[src/rtl/spi_slave_mem.sv]
// SPI slave with a circular word memory. Every received word is written to
// memory at the current pointer; the reply shifted out during a word is the
// value previously held at that pointer (echo-after-fill). sck/mosi/ena are
// oversampled on clk_i, so clk_i must run at least 8x faster than sck.
module spi_slave_mem #(
    parameter int unsigned DATA_WIDTH = 8,
    parameter int unsigned DEPTH      = 8,
    parameter int unsigned ADDR_W     = $clog2(DEPTH)
) (
    input  logic                  clk_i,
    input  logic                  rstn_i,
    input  logic                  ena_i,
    input  logic                  cpol_i,
    input  logic                  cpha_i,
    input  logic                  sck_i,
    input  logic                  mosi_i,
    output logic                  miso_o,
    output logic                  rx_valid_o,
    output logic [DATA_WIDTH-1:0] rx_data_o,
    output logic                  busy_o,
    output logic [ADDR_W-1:0]     ptr_o
);

    localparam int unsigned CNT_W = $clog2(DATA_WIDTH + 1);
    localparam logic [CNT_W-1:0] CntFull = CNT_W'(DATA_WIDTH);

    // Synchronizer chains: [0],[1] form the synchronizer, [2] is the edge-detect stage
    logic [2:0] ena_sync_q;
    logic [2:0] sck_sync_q;
    logic [1:0] mosi_sync_q;

    // Frame mode, captured on the synchronized ena rise
    logic cpol_q;
    logic cpha_q;

    logic [CNT_W-1:0]      bit_cnt_q, bit_cnt_d;
    logic [DATA_WIDTH-1:0] rx_sr_q, rx_sr_d;
    logic [DATA_WIDTH-1:0] tx_sr_q, tx_sr_d;
    logic                  skip_q, skip_d;
    logic [ADDR_W-1:0]     ptr_q, ptr_d;
    logic [DATA_WIDTH-1:0] rx_data_q, rx_data_d;
    logic                  rx_valid_q, rx_valid_d;
    logic                  mem_we;

    logic [DATA_WIDTH-1:0] mem_q [DEPTH];

    logic ena_rise, ena_fall, active;
    logic sck_rise, sck_fall;
    logic lead_edge, trail_edge;
    logic sample_edge, shift_edge;
    logic word_done;
    logic [ADDR_W-1:0] ptr_next;

    // Input synchronizers for the asynchronous SPI pins
    always_ff @(posedge clk_i or negedge rstn_i) begin
        if (!rstn_i) begin
            ena_sync_q  <= '0;
            sck_sync_q  <= '0;
            mosi_sync_q <= '0;
        end else begin
            ena_sync_q  <= {ena_sync_q[1:0], ena_i};
            sck_sync_q  <= {sck_sync_q[1:0], sck_i};
            mosi_sync_q <= {mosi_sync_q[0], mosi_i};
        end
    end

    // Edge classification in terms of the captured frame mode
    always_comb begin
        ena_rise    = ena_sync_q[1] & ~ena_sync_q[2];
        ena_fall    = ~ena_sync_q[1] & ena_sync_q[2];
        // Both stages high: edges in the rise or fall cycle itself are ignored,
        // which makes an ena fall win over a coincident final sample edge.
        active      = ena_sync_q[1] & ena_sync_q[2];
        sck_rise    = sck_sync_q[1] & ~sck_sync_q[2];
        sck_fall    = ~sck_sync_q[1] & sck_sync_q[2];
        lead_edge   = cpol_q ? sck_fall : sck_rise;
        trail_edge  = cpol_q ? sck_rise : sck_fall;
        sample_edge = active & (cpha_q ? trail_edge : lead_edge);
        shift_edge  = active & (cpha_q ? lead_edge : trail_edge);
        word_done   = (bit_cnt_q == CntFull);
        ptr_next    = ptr_q + ADDR_W'(1);
    end

    // Mode capture: cpol/cpha only take effect at the start of a frame
    always_ff @(posedge clk_i or negedge rstn_i) begin
        if (!rstn_i) begin
            cpol_q <= 1'b0;
            cpha_q <= 1'b0;
        end else if (ena_rise) begin
            cpol_q <= cpol_i;
            cpha_q <= cpha_i;
        end
    end

    // Next-state logic for shift registers, bit counter, pointer and word commit
    always_comb begin
        bit_cnt_d  = bit_cnt_q;
        rx_sr_d    = rx_sr_q;
        tx_sr_d    = tx_sr_q;
        skip_d     = skip_q;
        ptr_d      = ptr_q;
        rx_data_d  = rx_data_q;
        rx_valid_d = 1'b0;
        mem_we     = 1'b0;

        if (word_done) begin
            // Commit the word; the reload reads the next location, which has not
            // yet been overwritten in this pass.
            mem_we     = 1'b1;
            rx_data_d  = rx_sr_q;
            rx_valid_d = 1'b1;
            ptr_d      = ptr_next;
            bit_cnt_d  = '0;
            tx_sr_d    = mem_q[ptr_next];
            // The next shift edge either closes the last bit (cpha=0) or only
            // presents the MSB of the new word (cpha=1); neither may shift.
            skip_d     = 1'b1;
        end else if (ena_rise) begin
            bit_cnt_d = '0;
            tx_sr_d   = mem_q[ptr_q];
            // cpha=1: first leading edge presents the MSB rather than shifting
            skip_d    = cpha_i;
        end else if (ena_fall) begin
            // Partial word is dropped: no write, no pulse, pointer kept
            bit_cnt_d = '0;
        end else if (active) begin
            if (shift_edge) begin
                if (skip_q) begin
                    skip_d = 1'b0;
                end else begin
                    tx_sr_d = {tx_sr_q[DATA_WIDTH-2:0], 1'b0};
                end
            end
            if (sample_edge) begin
                rx_sr_d   = {rx_sr_q[DATA_WIDTH-2:0], mosi_sync_q[1]};
                bit_cnt_d = bit_cnt_q + CNT_W'(1);
            end
        end
    end

    // Datapath and control registers
    always_ff @(posedge clk_i or negedge rstn_i) begin
        if (!rstn_i) begin
            bit_cnt_q  <= '0;
            rx_sr_q    <= '0;
            tx_sr_q    <= '0;
            skip_q     <= 1'b0;
            ptr_q      <= '0;
            rx_data_q  <= '0;
            rx_valid_q <= 1'b0;
        end else begin
            bit_cnt_q  <= bit_cnt_d;
            rx_sr_q    <= rx_sr_d;
            tx_sr_q    <= tx_sr_d;
            skip_q     <= skip_d;
            ptr_q      <= ptr_d;
            rx_data_q  <= rx_data_d;
            rx_valid_q <= rx_valid_d;
        end
    end

    // Word memory, cleared on reset
    always_ff @(posedge clk_i or negedge rstn_i) begin
        if (!rstn_i) begin
            for (int i = 0; i < int'(DEPTH); i++) begin
                mem_q[i] <= '0;
            end
        end else if (mem_we) begin
            mem_q[ptr_q] <= rx_sr_q;
        end
    end

    // Outputs; miso is held low whenever the slave is not selected
    always_comb begin
        miso_o     = ena_sync_q[2] & tx_sr_q[DATA_WIDTH-1];
        rx_valid_o = rx_valid_q;
        rx_data_o  = rx_data_q;
        busy_o     = (bit_cnt_q != '0);
        ptr_o      = ptr_q;
    end

endmodule

[config.mk]
export PLATFORM = sky130hd
export DESIGN_NAME = spi_slave_mem
export DESIGN_NICKNAME = d
export VERILOG_FILES = /design/src/rtl/spi_slave_mem.sv
export SDC_FILE = /design/constraint.sdc
export NUM_CORES = 1
export LEC_CHECK = 0
export ABC_AREA = 0
export CAP_MARGIN = 20
export CORE_MARGIN = 3
export CORE_UTILIZATION = 29
export CTS_CLUSTER_DIAMETER = 150
export DETAILED_ROUTE_END_ITERATION = 12
export PLACE_DENSITY = 0.55
export SLEW_MARGIN = 20
export SYNTH_ARGS = -nofsm -noshare
export SYNTH_HDL_FRONTEND = slang
export SYNTH_SLANG_ARGS = --single-unit
[constraint.sdc]
create_clock -name clk_i -period 2.3 [get_ports clk_i]
set_input_delay 0.23 -clock clk_i [delete_from_list [all_inputs] [get_ports clk_i]]
set_output_delay 0.23 -clock clk_i [all_outputs]
set_load 0.02 [all_outputs]
==> reports/results.ini <==
[yosys]
synth_top_cell_by_area = dfrtp_1
ys_ff_latch = 107
avgSynthCellArea_sq_um = 13.42
synth_top_area_share_pct = 50.78
synth.area.top_cells = dfrtp_1 (51%), mux2_2 (16%), mux4_2 (11%), nand2_1 (2.5%), mux2i_1 (2.5%)
synth_seq_area_share_pct = 50.78
synth_area_sq_um = 5273
synth_nets = 407
yosys.cell_types.count = 44
synth_warnings = 0
synth_cells = 393

[floorplanning]
coreArea_sq_um = 17540
core.rowCount = 48
pin_count = 21
floorplan.die_area_sq_um = 19830
die_w_um = 140.8
die_h_um = 140.8
initial_core_util_pct = 30.07

[placed_design]
place_ws_ns = 0.2170
hpwl_mm = 8.618
portBuffers = 20
place_inst = 643
place_congestion = 0.7998
placed_area_sq_um = 5883

[critical_path]
path_buf_inv = 3
r2r_cells = 8
cp_slowest_stage_delay_ns = 0.42
startpoint = bit_cnt_q[0]
crit_fanout = 10
cp-start-kind = flip-flop
r2r_end = mem_q[34]
crit_family = simple AND/OR/NAND/NOR gates
reg2reg_from = bit_cnt_q[0]
reg2reg_slack_ns = 0.18
endpoint_kind = flip-flop
arrival_ns = 2.35
critPathCapture = mem_q[34]
critical_path_required_ns = 2.53
worst_path_max_delay_cell = dfrtp_1
criticalPathCategory = reg2reg
crit_chain = inv_1, ha_1, nand3b_4, inv_2, nand2_2, nor2_2, buf_4, mux2_2
cp.depth = 8

[sta]
fin_crit_ns = 2.123
slew_headroom_pct = 51.16
drv_slew = 0
setup_ws_ns = 0.1770
rsz0062_at_grt = no
finClkSkew_ns = 0.01013
hold_viol = 0
tightest_slew_ns = 0.7299
finalSetupViolations = 0
timing.hold.ws_ns = 0.3116
fin_crit_sh_pct = 92.30
fmax_mhz = 471.0
setup-tns-final_ns = 0

[clocking]
htreeDepth = 3
clk_pin_slew_ns = 0.07
cts_tree = yes
clock_sinks = 107
numCtsBuffers = 9
cts_setup_buffers = 0
clk_latency_ns = 0.35
clk_path_buf_depth = 2
cts-root-buf = clkbuf_16

[cells_and_area]
finalCoreUtilization_pct = 35.20
area_growth_pct = 17.09
drive_above_1_share_pct = 37.24
antennaDiodeCount = 0
seq_area_sq_um = 2679
fill_cells = 1694
stdcell_area_sq_um = 6173
multi_input_area_sq_um = 2414
stdcell_count = 660
nets = 444

[global_routing]
first_global_vias = 3603
grt_use_total_pct = 13.39
grt_max_degree = 53
grt_pass1_wl_mm = 20.64
overflow = 0
antenna_found_initial = 0

[route]
vias_per_cell = 5.006
ant_nets = 0
vias = 3304
wl_per_cell_um = 18.57
dr.pass1.iters = 4
wl_mm = 12.26
dr.first_iter.drc_count = 190
drc = 0

[run_status]
status = finished, final reports clean

[power]
power_mw = 5.108
p_per_area_nw_per_um2 = 827.5
vdd_drop_max_mv = 0.4520
leakagePower_nw = 2.786

[flow_run]
max_cap_violations = 0

[hold_path]
worstHoldPathType = in2reg

## how the worst min path moves through the flow
stage | end | from | cells past startpoint
after floorplan | bit_cnt_q[0] | rstn_i | 0
after global routing | mosi_sync_q[0] | mosi_i | 1
final | ena_sync_q[0] | ena_i | 1
after global placement | sck_sync_q[2] | rstn_i | 1
after detailed placement | sck_sync_q[2] | rstn_i | 1
after CTS | ena_sync_q[0] | ena_i | 1
## cells in the mapped netlist, drive strengths merged
| cell type | count |
|---|---|
| o311ai | 1 |
| nand3 | 4 |
| or2 | 2 |
| clkbuf | 13 |
| nand2 | 36 |
| or3 | 3 |
| buf | 15 |
| mux2i | 13 |
| a21oi | 8 |
| mux2 | 76 |
| dfrtp | 107 |
| o211ai | 1 |
| xnor2 | 4 |
| ha | 7 |
| nor3b | 2 |
| or4b | 1 |
| and2 | 3 |
| o21ai | 8 |
| nand3b | 3 |
| a41oi | 1 |
| nor4 | 1 |
| nor3 | 2 |
| a22o | 6 |
| nor2b | 2 |
| nand2b | 7 |
| mux4 | 26 |
| and3 | 1 |
| nor2 | 13 |
| a22oi | 4 |
| a31oi | 8 |
| o22ai | 6 |
| inv | 7 |
| a32o | 1 |
| or3b | 1 |
## layer usage
metal	up-vias	share of wire, %	global-route usage, %
met5	-	0	0
met4	0	2.1	5.456
met3	17	3.4	2.408
met2	57	47	20.77
met1	1723	47	18.60
li1	1507	-	-
## registers in the layout (all words and copies together), names as in the netlist
signal,cells
bit_cnt_q,4
cpha_q,1
cpol_q,1
ena_sync_q,3
mem_q,64
mosi_sync_q,2
ptr_o,3
rx_data_o,8
rx_sr_q,8
rx_valid_o,1
sck_sync_q,3
skip_q,1
tx_sr_q,8
## area by class of cell
class | count | area share (%)
sequential | 107 | 43.39
multi-input combinational | 251 | 39.10
timing repair buffer | 54 | 7.965
tap | 225 | 4.560
clock buffer | 11 | 3.932
clock inverter | 5 | 0.6283
inverter | 7 | 0.4256
## cell families (layout without fill, tap and decap cells)
group,after synthesis,in the layout,synth area share [%]
flops,107,107,50.78
fa+ha+maj,7,7,1.661
mux,115,115,29.81
buf+inv,35,77,3.441
compound gates,44,44,5.743
simple gates,81,81,7.903
xor+xnor,4,4,0.6644
## worst register-to-register path, delay by kind of cell, from the launching register on
family | cells | cell delay [ns]
adder cells (fa/ha/maj) | 1 | 0.21
buffers and inverters | 3 | 0.43
multiplexers | 1 | 0.33
AND/OR/NAND/NOR | 3 | 0.60
flip-flops | 1 | 0.42
## power breakdown
group	internal [mW]	switching, mW
combinational	0.662	0.774
clock	0.766	0.692
sequential	2.05	0.163
## cell usage in the layout (no fill, tap or decap), drive strengths merged, types with 2 or more instances in the layout
cell	instances
nor2	13
o21ai	8
o22ai	6
ha	7
mux2	76
nand3	4
or3	3
nand2b	7
clkdlybuf4s50	18
a31oi	8
nand3b	3
and2	3
clkinvlp	4
clkbuf	11
nor2b	2
mux2i	13
xnor2	4
buf	34
nand2	36
a22o	6
dfrtp	107
nor3	2
inv	7
mux4	26
nor3b	2
a21oi	8
or2	2
a22oi	4
## what timing repair did
action,CTS,global route
gates resized for setup,1,0
hold buffers,1,0
hold endpoints to repair,24,0
endpoints found under the setup margin,1,0
No activity file was read; power rests on OpenSTA's default activity.
